--- config.mk ---
export PLATFORM = sky130hd
export DESIGN_NAME = axum_xbar
export DESIGN_NICKNAME = d
export VERILOG_FILES = /design/src/rtl/axum_xbar.sv
export SDC_FILE = /design/constraint.sdc
export NUM_CORES = 1
export LEC_CHECK = 0
export CAP_MARGIN = 25
export CORE_AREA = 2 2 340 342
export DETAILED_ROUTE_END_ITERATION = 8
export DIE_AREA = 0 0 342 344
export PLACE_DENSITY_LB_ADDON = 0.12
export RECOVER_POWER = 25
export SLEW_MARGIN = 20
export SYNTH_ARGS = -nofsm -noshare
export SYNTH_HDL_FRONTEND = slang
export SYNTH_SLANG_ARGS = --single-unit
--- constraint.sdc ---
create_clock -name clk_i -period 4.2 [get_ports clk_i]
set_input_delay 0.84 -clock clk_i [delete_from_list [all_inputs] [get_ports clk_i]]
set_output_delay 0.84 -clock clk_i [all_outputs]
set_load 0.02 [all_outputs]
--- src/rtl/axum_xbar.sv ---
// axum_xbar: round-robin N-host to M-device shared bus with base/mask decode and unmapped-address error response
module axum_xbar #(
   parameter int NrHosts      = 2,
   parameter int NrDevices    = 4,
   parameter int DataWidth    = 32,
   parameter int AddressWidth = 32
) (
   input  logic                    clk_i,
   input  logic                    rst_ni,
   input  logic                    host_req_i     [NrHosts],
   output logic                    host_gnt_o     [NrHosts],
   input  logic [AddressWidth-1:0] host_addr_i    [NrHosts],
   input  logic                    host_we_i      [NrHosts],
   input  logic [DataWidth/8-1:0]  host_be_i      [NrHosts],
   input  logic [DataWidth-1:0]    host_wdata_i   [NrHosts],
   output logic                    host_rvalid_o  [NrHosts],
   output logic [DataWidth-1:0]    host_rdata_o   [NrHosts],
   output logic                    host_err_o     [NrHosts],
   output logic                    device_req_o   [NrDevices],
   output logic [AddressWidth-1:0] device_addr_o  [NrDevices],
   output logic                    device_we_o    [NrDevices],
   output logic [DataWidth/8-1:0]  device_be_o    [NrDevices],
   output logic [DataWidth-1:0]    device_wdata_o [NrDevices],
   input  logic                    device_rvalid_i[NrDevices],
   input  logic [DataWidth-1:0]    device_rdata_i [NrDevices],
   input  logic                    device_err_i   [NrDevices],
   input  logic [AddressWidth-1:0] cfg_device_addr_base[NrDevices],
   input  logic [AddressWidth-1:0] cfg_device_addr_mask[NrDevices]
);
   localparam int HW = NrHosts > 1 ? $clog2(NrHosts) : 1;
   localparam int DW = NrDevices > 1 ? $clog2(NrDevices) : 1;
   logic [HW-1:0] rr_q, gnt_idx, pend_host_q;
   logic [DW-1:0] dev_idx, pend_dev_q;
   logic gnt_any, dev_hit, pend_valid_q, pend_unmapped_q;
   logic rsp_valid, rsp_err;
   logic [DataWidth-1:0] rsp_data;
   logic [AddressWidth-1:0] sel_addr;
   always_comb begin
      gnt_any = 1'b0;
      gnt_idx = '0;
      for (int i = NrHosts - 1; i >= 0; i--) begin
         if (host_req_i[(int'(rr_q) + i) % NrHosts]) begin
            gnt_any = 1'b1;
            gnt_idx = HW'((int'(rr_q) + i) % NrHosts);
         end
      end
      gnt_any = gnt_any & rst_ni;
   end
   assign sel_addr = host_addr_i[gnt_idx];
   always_comb begin
      dev_hit = 1'b0;
      dev_idx = '0;
      for (int d = NrDevices - 1; d >= 0; d--) begin
         if ((sel_addr & cfg_device_addr_mask[d]) == (cfg_device_addr_base[d] & cfg_device_addr_mask[d])) begin
            dev_hit = 1'b1;
            dev_idx = DW'(d);
         end
      end
   end
   always_ff @(posedge clk_i) begin
      if (!rst_ni) begin
         rr_q            <= '0;
         pend_valid_q    <= 1'b0;
         pend_host_q     <= '0;
         pend_dev_q      <= '0;
         pend_unmapped_q <= 1'b0;
      end else begin
         pend_valid_q <= gnt_any;
         if (gnt_any) begin
            rr_q            <= gnt_idx == HW'(NrHosts - 1) ? '0 : gnt_idx + 1'b1;
            pend_host_q     <= gnt_idx;
            pend_dev_q      <= dev_idx;
            pend_unmapped_q <= !dev_hit;
         end
      end
   end
   assign rsp_valid = rst_ni && pend_valid_q && (pend_unmapped_q || device_rvalid_i[pend_dev_q]);
   assign rsp_err   = pend_unmapped_q || device_err_i[pend_dev_q];
   assign rsp_data  = pend_unmapped_q ? '0 : device_rdata_i[pend_dev_q];
   for (genvar h = 0; h < NrHosts; h++) begin : g_host
      assign host_gnt_o[h]    = gnt_any && gnt_idx == HW'(h);
      assign host_rvalid_o[h] = rsp_valid && pend_host_q == HW'(h);
      assign host_err_o[h]    = host_rvalid_o[h] && rsp_err;
      assign host_rdata_o[h]  = host_rvalid_o[h] ? rsp_data : '0;
   end
   for (genvar d = 0; d < NrDevices; d++) begin : g_dev
      assign device_req_o[d]   = gnt_any && dev_hit && dev_idx == DW'(d);
      assign device_addr_o[d]  = gnt_any ? sel_addr : '0;
      assign device_we_o[d]    = gnt_any && host_we_i[gnt_idx];
      assign device_be_o[d]    = gnt_any ? host_be_i[gnt_idx] : '0;
      assign device_wdata_o[d] = gnt_any ? host_wdata_i[gnt_idx] : '0;
   end
endmodule

-- After elaboration in Yosys (flattened, before gate mapping)
Cells that the tools add are included.
- output and inout port bits: 350
- bits in registers: 6
- bits of input ports: 534
- logic and storage cells: 98
- $add $sub $neg: 2
- reduce and logical (&&, ||, !) cells: 18
- $lt $le $gt $ge: 4
- muxes and demuxes: 46
- equal/unequal tests: 7
- bitwise logic cells: 16
- operator list (kind ; number):
    $mux W32 ; 13
    $and A32 B32 Y32 ; 8
    $eq A32 B32 Y1 ; 4
    $bmux W32 S2 ; 1
    $ge A32 B2 Y1 const B ; 2
    $not A1 Y32 ; 1
    $not A32 Y32 ; 1
    $mux W1 ; 22
    $mux W4 ; 4
    $logic_and A1 B1 Y1 ; 14
    $mux W2 ; 4
    $bmux W1 S2 ; 2
    $eq A2 B2 Y1 const B ; 2
    $ge A3 B3 Y1 const B ; 1
    $not A2 Y3 ; 1
    $add A1 B1 Y1 const B ; 2
    $eq A2 B1 Y1 const B ; 1
    $ge A2 B2 Y1 const B ; 1
    $logic_not A2 Y1 ; 1
    $logic_or A1 B1 Y1 ; 2
    $not A1 Y1 ; 2
    $not A1 Y2 ; 1
    $and A1 B1 Y1 ; 1
    $and A1 B1 Y1 const A ; 1
    $logic_not A1 Y1 ; 1

-- Longest topological paths before layout
Gate-level depths: netlist (run 1).
- depth after elaboration: 20
- depth in mapped cells: 11

-- Worst setup path after synthesis (run 1)
OpenSTA, ideal clock, no wires.
- kind: in2out
- start: input port host_addr_i[4] in the netlist's numbering
- end: output port device_req_o[1] in the netlist's numbering
- data arrival time: 3.227 ns
- stages on the path: 8
- path buffers: 1
- path slack: 0.133 ns
- data required time: 3.360 ns
- path through: buf_6 -> xor2_1 -> a22oi_1 -> o211ai_1 -> a22o_1 -> or4_1 -> or4_4 -> nor4_1
- RTL lines (item ; RTL line ; text):
    start: declaration ; 12 ; input logic [AddressWidth-1:0] host_addr_i [NrHosts],
    end: declaration ; 19 ; output logic device_req_o [NrDevices],

==> impl_metrics.ini, run 1 <==
[yosys]
syn_area_per_cell_um2 = 7.012
ys_seq_elements = 6
synth_nets = 1709
yosys.area_share.xor_xnor_pct = 14.78
synth_top_family_by_area = compound AO/OA/AOI/OAI gates
synthFlopType = dfxtp_1
syn_area_um2 = 8239
synthCells = 1175
synth-simple-area-share_pct = 23.25
netlist-cell-type-count = 68
synthTopCellsByArea = buf_4, xor2_1, mux4_2, nand2_1, a22o_1
synth_async_sr_flop_share_pct = 0
synth-edff-count = 0
synth_compound_area_share_pct = 25.53
synthAdderAreaFrac_pct = 0
synth_top_cell_by_area = buf_4
synth_mux_area_share_pct = 10.68
yosys_warnings = 0
synth.top_cell.area_share_pct = 19.13
ys_seq_area_share_pct = 1.458

[worst_setup_path]
slowest_delay_ns = 0.77
arrival_ns = 3.43
rrSetupSlack_ns = 1.08
critPathMaxFanout = 9
path_cells = clkdlybuf4s50_1, clkbuf_1, o211ai_1, or2_0, buf_12, nor2_1, clkdlybuf4s50_1
endpoint_kind = output pin
crit_slowest_cell = clkdlybuf4s50_1
crit_start = rst_ni
crit_buf_inv = 4
crit_top_cell = clkdlybuf4s50_1
reg2reg_from = rr_q
critPathLaunchType = primary input
cp_top_family = buffers and inverters
cp.required_ns = 3.36
criticalPathCategory = primary input to output pin

[grt]
grt_max_degree = 36
grt_usage_pct = 16.73
antenna_found_initial = 90
grt_pass1_wl_um = 130700
overflow = 0
grt_pass1_vias = 13490

[final_layout]
drive_above_1_share_pct = 21.90
mostFrequentLayoutCell = clkdlybuf4s50_1
final_cell_mix = clkdlybuf4s50_1, buf_4, nand2_1
finalCoreUtilization_pct = 18.17
nNetsFinal = 2627
fin_area_um2 = 20690
syn_to_final_growth_pct = 151.1

[power_and_ir_drop]
power_w = 0.002724
leakage_nw = 8.271
powerDensity_nw_per_um2 = 131.7
ir_worst_vdd_uv = 143.1

[routing]
drc = 0
num_vias = 13120
drt_wl_total_um = 104900
drt-initial-drc-count = 797
drt_pre_antenna_iters = 6
antenna_left = 0
wire_per_inst_um = 28.88
drt-vias-per-instance = 3.613

[run_status]
status = finished with violations
violations = setup timing

[clocking]
cts_buffers = 3
clock_latency_ns = 0.23
cts_buffer_depth = 2
cts_tree = done
htree_levels = 1
path_clk_slew_ns = 0.04
cts_sinks = 6
cts-root-buf = clkbuf_16

[min_path]
hp-class = flop to flop
min_from = rr_q

[sta]
min_period_over_period_pct = 101.7
slew_violations = 0
worstMarginPinSlew_ns = 0.6327
fin_crit_ns = 4.270
setup_ws_ns = -0.07049
clock_skew_ns = 0.003805
finalSetupViolations = 33
max_freq_mhz = 234.2
rsz0062_at_grt = true
hold_viol_final = 0
slew_headroom_pct = 57.82

[floorplanning]
ioPinCount = 884
die-area_um2 = 117600
dieHeight_um = 344
rows = 124
start_util_pct = 7.235
coreArea_um2 = 113900
die_w_um = 342

[flow_run]
cap_violations = 0

[place]
dp_hpwl_um = 96190
place_area_um2 = 19800
port-buffer-count = 883
gp_congestion = 0.8803
[final cells by class]
class	instances	area, um2
fill	12780	93190
clock buffer	3	75.07
multi-input combinational	860	6571
inverter	18	67.56
antenna	28	70.07
tap	1512	1892
sequential	6	123.9
timing repair buffer	1204	11890
[report_power, final]
group          internal [W]  switching [W]
logic               0.00127        0.00123
registers         0.0000603     0.00000629
clock network      0.000123      0.0000362
total               0.00146        0.00127
[flip-flops by register name, indices dropped and copies added (netlist names)]
name,cells
pend_dev_q,2
pend_host_q,1
pend_unmapped_q,1
pend_valid_q,1
rr_q,1
[through the flow]
stage	hold slack, ns	instances	setup TNS (ns)	setup WS (ns)
after detailed placement	0.5208	3583	-35.09	-0.9368
final	0.5353	3631	-0.7886	-0.07049
after floorplan	0.4645	1175	0	0.1330
after global placement	0.5387	3583	-36.33	-1.030
after CTS	0.5314	3602	-0.6133	-0.2478
after global routing	0.5778	3616	-4.631	-0.1434
[layer usage]
metal / global-route usage, % / wire length, um / vias up
met3: 6.415 / 9873 / 175
met1: 17.61 / 37720 / 6235
met5: 0 / 429 / -
met4: 4.167 / 2845 / 70
li1: - / - / 5889
met2: 31.05 / 53980 / 751
[timing repair]
action                                  CTS  global route
buffers inserted                         20             9
hold buffers                              0             0
endpoints found under the setup margin  223            17
pin swaps                                32            51
resized for setup                       130           145
[path summary, 6_finish.rpt]
check / endpoint / cells past startpoint
worst max-delay path: host_rdata_o[60] / 7
worst min-delay path: rr_q / 2
worst max register to register: pend_dev_q[1] / 15
worst min register to register: rr_q / 2
[Yosys cell counts (4+ instances only)]
cell       number
o2111ai_1      11
a21boi_0       12
mux4_2         34
inv_1          17
a31oi_1         6
nand3b_1       13
nand2b_1       46
and3_1         13
mux2i_1         8
nand2_1       138
o22ai_1        36
buf_1           8
o211ai_1        5
a22oi_1        18
buf_4         210
xnor2_1        29
a2111oi_0       5
buf_2           8
nor3_1         20
o21ai_0        58
nor2b_1        12
nand3_1         7
nor4b_1         6
nor2_1         92
a21oi_1        31
a211oi_1        5
a222oi_1       15
nand4b_1       12
a221oi_1        9
or3_1           4
dfxtp_1         6
nand4_1         4
buf_6           6
a22o_1         44
o21a_1          8
clkbuf_1       59
xor2_1        110
[logic make-up after synthesis]
group | count (synthesis)
simple gates | 384
buf+inv | 309
compound gates | 293
xor+xnor | 139
mux | 44
flops | 6
[worst reg2reg max path: cells and delay by family, from the launching register on]
family	cells	cell delay [ns]
buf+inv	7	1.04
compound gates	4	0.97
simple gates	4	0.68
flops	1	0.32
(Power assumes the default switching activity.)
==> run 2, diff against run 1 <==
- CTS_CLUSTER_SIZE: not set -> 10
==> results of run 2 <==
The final DEF is identical to that of run 1; final timing and power are the same.
==> run 3, diff against run 2 <==
- SETUP_SLACK_MARGIN: not set -> 0.4
==> run 3 against run 2 <==
Effect of this change:
- clock skew down 0.0011 ns
- critical path depth is 8 higher
- die area stayed put
- highest routed layer unchanged
- sequential cell count unchanged
- utilization decreased by 0.17 points
- combinational power about the same
- global-route usage fell by 0.93 points
- largest power group unchanged
- cell count shrank 0.33%
- the flow still finishes with violations (setup timing)
- clock power down 4%
==> impl_metrics.ini, run 3 (synthesis gave the netlist of run 1 again) <==
[final_layout]
final_cell_mix = clkdlybuf4s50_1, buf_4, nand2_1
largest-register = pend_dev_q
fill_cells = 12900
nNetsFinal = 2635
mostFrequentLayoutCell = clkdlybuf4s50_1
drive_above_1_share_pct = 23.87
stdcell_count = 3619
syn_to_final_growth_pct = 148.8
largest_reg_flops = 2

[floorplanning]
ioPinCount = 884
rows = 124
coreArea_um2 = 113900
die-area_um2 = 117600
die_w_um = 342
start_util_pct = 7.235
dieHeight_um = 344

[run_status]
violations = setup timing
status = finished with violations

[worst_setup_path]
arrival_ns = 3.66
rrSetupSlack_ns = 1.02
critPathMaxFanout = 7
cp.required_ns = 3.36
endpoint_kind = output pin
crit_slowest_cell = a222oi_1
reg2reg_to = pend_unmapped_q
crit_top_cell = buf_12
crit_buf_inv = 8
cp_top_family = buffers and inverters
critPathLaunchType = primary input
criticalPathCategory = primary input to output pin
slowest_delay_ns = 0.50
reg2regPathDepth = 14
reg2reg_from = rr_q
path_cells = buf_12, and2b_4, nor2_4, buf_6, buf_12, buf_12, a22o_1, a222oi_1, o221ai_4, buf_6, nor4_4, buf_4, nor3b_4, buf_6, buf_12

[routing]
drc = 0
drt-initial-drc-count = 612
drt_pre_antenna_iters = 6
num_vias = 12920
drt_wl_total_um = 99270
wire_per_inst_um = 27.43
antenna_left = 0
drt-vias-per-instance = 3.570

[sta]
setup_ws_ns = -0.2958
clock_skew_ns = 0.002665
worstMarginPinSlew_ns = 0.9737
fin_crit_ns = 4.496
slew_violations = 0
slew_headroom_pct = 34.93
tns_ns = -10.25
hold_viol_final = 0
min_period_over_period_pct = 107.0
rsz0062_at_grt = true
finalSetupViolations = 122
max_freq_mhz = 222.4

[min_path]
min_from = rr_q
hp-class = flop to flop
whs_endpoint = rr_q
worstHoldPathCells = 2

[clocking]
cts_buffer_depth = 2
htree_levels = 1
clock_latency_ns = 0.23
path_clk_slew_ns = 0.03
cts_sinks = 6
hold_buffers = 0
cts-root-buf = clkbuf_16
cts_buffers = 3
cts_tree = done

[grt]
busiest_layer = met2
use_met3_pct = 5.043
antenna_found_initial = 51
gr-usage-met1_pct = 17.60
grt_max_degree = 38
grt_usage_pct = 15.80
overflow = 0
grt_pass1_vias = 13250
grt_pass1_wl_um = 125400
met2_usage_pct = 29.96

[place]
port-buffer-count = 883
dp_hpwl_um = 90330
place_ws_ns = -1.103
gp_congestion = 0.8714
post-place-cells = 3577

[power_and_ir_drop]
powerDensity_nw_per_um2 = 132.4
power_w = 0.002715
leakage_nw = 8.545
ir_worst_vdd_uv = 101.9

[flow_run]
cap_violations = 0
==> run 3: cell types whose count changed in the layout (fill, tap and decap cells not counted), sizes merged, moves of 6 or more <==
cell and change:
diode -20, clkbuf +28, clkdlybuf4s50 -6, buf +16, dlygate4sd2 +30, dlygate4sd3 -60
==> run 3: where the power goes <==
| group | leakage [nW] | switching (W) | internal (W) |
|---|---|---|---|
| Combinational | 8.46 | 0.00122 | 0.00128 |
| Clock | 0.0370 | 0.0000310 | 0.000122 |
| Sequential | 0.0506 | 0.00000179 | 0.0000601 |
| Total | 8.54 | 0.00125 | 0.00146 |
==> run 3: worst max-delay path by stage <==
| stage | from | end | slack [ns] | cells after the start |
|---|---|---|---|---|
| 2_1_floorplan | host_addr_i[4] | device_req_o[1] | 0.37 | 8 |
| 3_3_place_gp | host_req_i[1] | device_req_o[0] | -1.84 | 13 |
| 3_5_place_dp | host_req_i[1] | device_req_o[0] | -1.10 | 14 |
| 4_1_cts | host_req_i[1] | device_req_o[2] | -0.28 | 15 |
| 5_1_grt | host_req_i[1] | device_req_o[2] | -0.40 | 15 |
| 6_report | host_req_i[1] | device_req_o[2] | -0.30 | 15 |
==> run 3: final cells by class <==
cell class	count	area, um2	area share, %
inverters	18	67.56	0.3296
diodes	8	20.02	0.09766
repair buffers	1212	11700	57.05
clock buffers	3	75.07	0.3662
well taps	1512	1892	9.229
flip-flops and latches	6	122.6	0.5982
multi-input cells	860	6626	32.33
==> run 3: layer usage <==
metal	up-vias	part of all wire [%]
met3	93	8.8
met5	-	0.31
met1	6235	37
met4	48	1.4
met2	668	52
li1	5877	-
==> run 3: worst reg2reg max path: cells and delay by family (launching register included) <==
| kind | cells | cell delay, ns |
|---|---|---|
| AND/OR/NAND/NOR | 4 | 0.73 |
| flip-flops | 1 | 0.32 |
| buffers and inverters | 6 | 0.87 |
| AO/OA/AOI/OAI | 4 | 1.15 |
==> run 3: what timing repair did <==
action,4_1_cts,5_1_grt
resized for setup,265,145
setup endpoints to repair,349,341
gates cloned,0,1
buffers inserted,23,7
pin swaps,55,21
==> run 3: per-stage QoR <==
stage / instance area [um2] / hold WS (ns) / utilization (%)
floorplan: 8250 / 0.4645 / -
global placement: 19720 / 0.5181 / 17.31
detailed placement: 19730 / 0.5248 / 17.32
CTS: 20400 / 0.5409 / 17.91
global route: 20480 / 0.5709 / 17.99
finish: 20500 / 0.5455 / 18.00
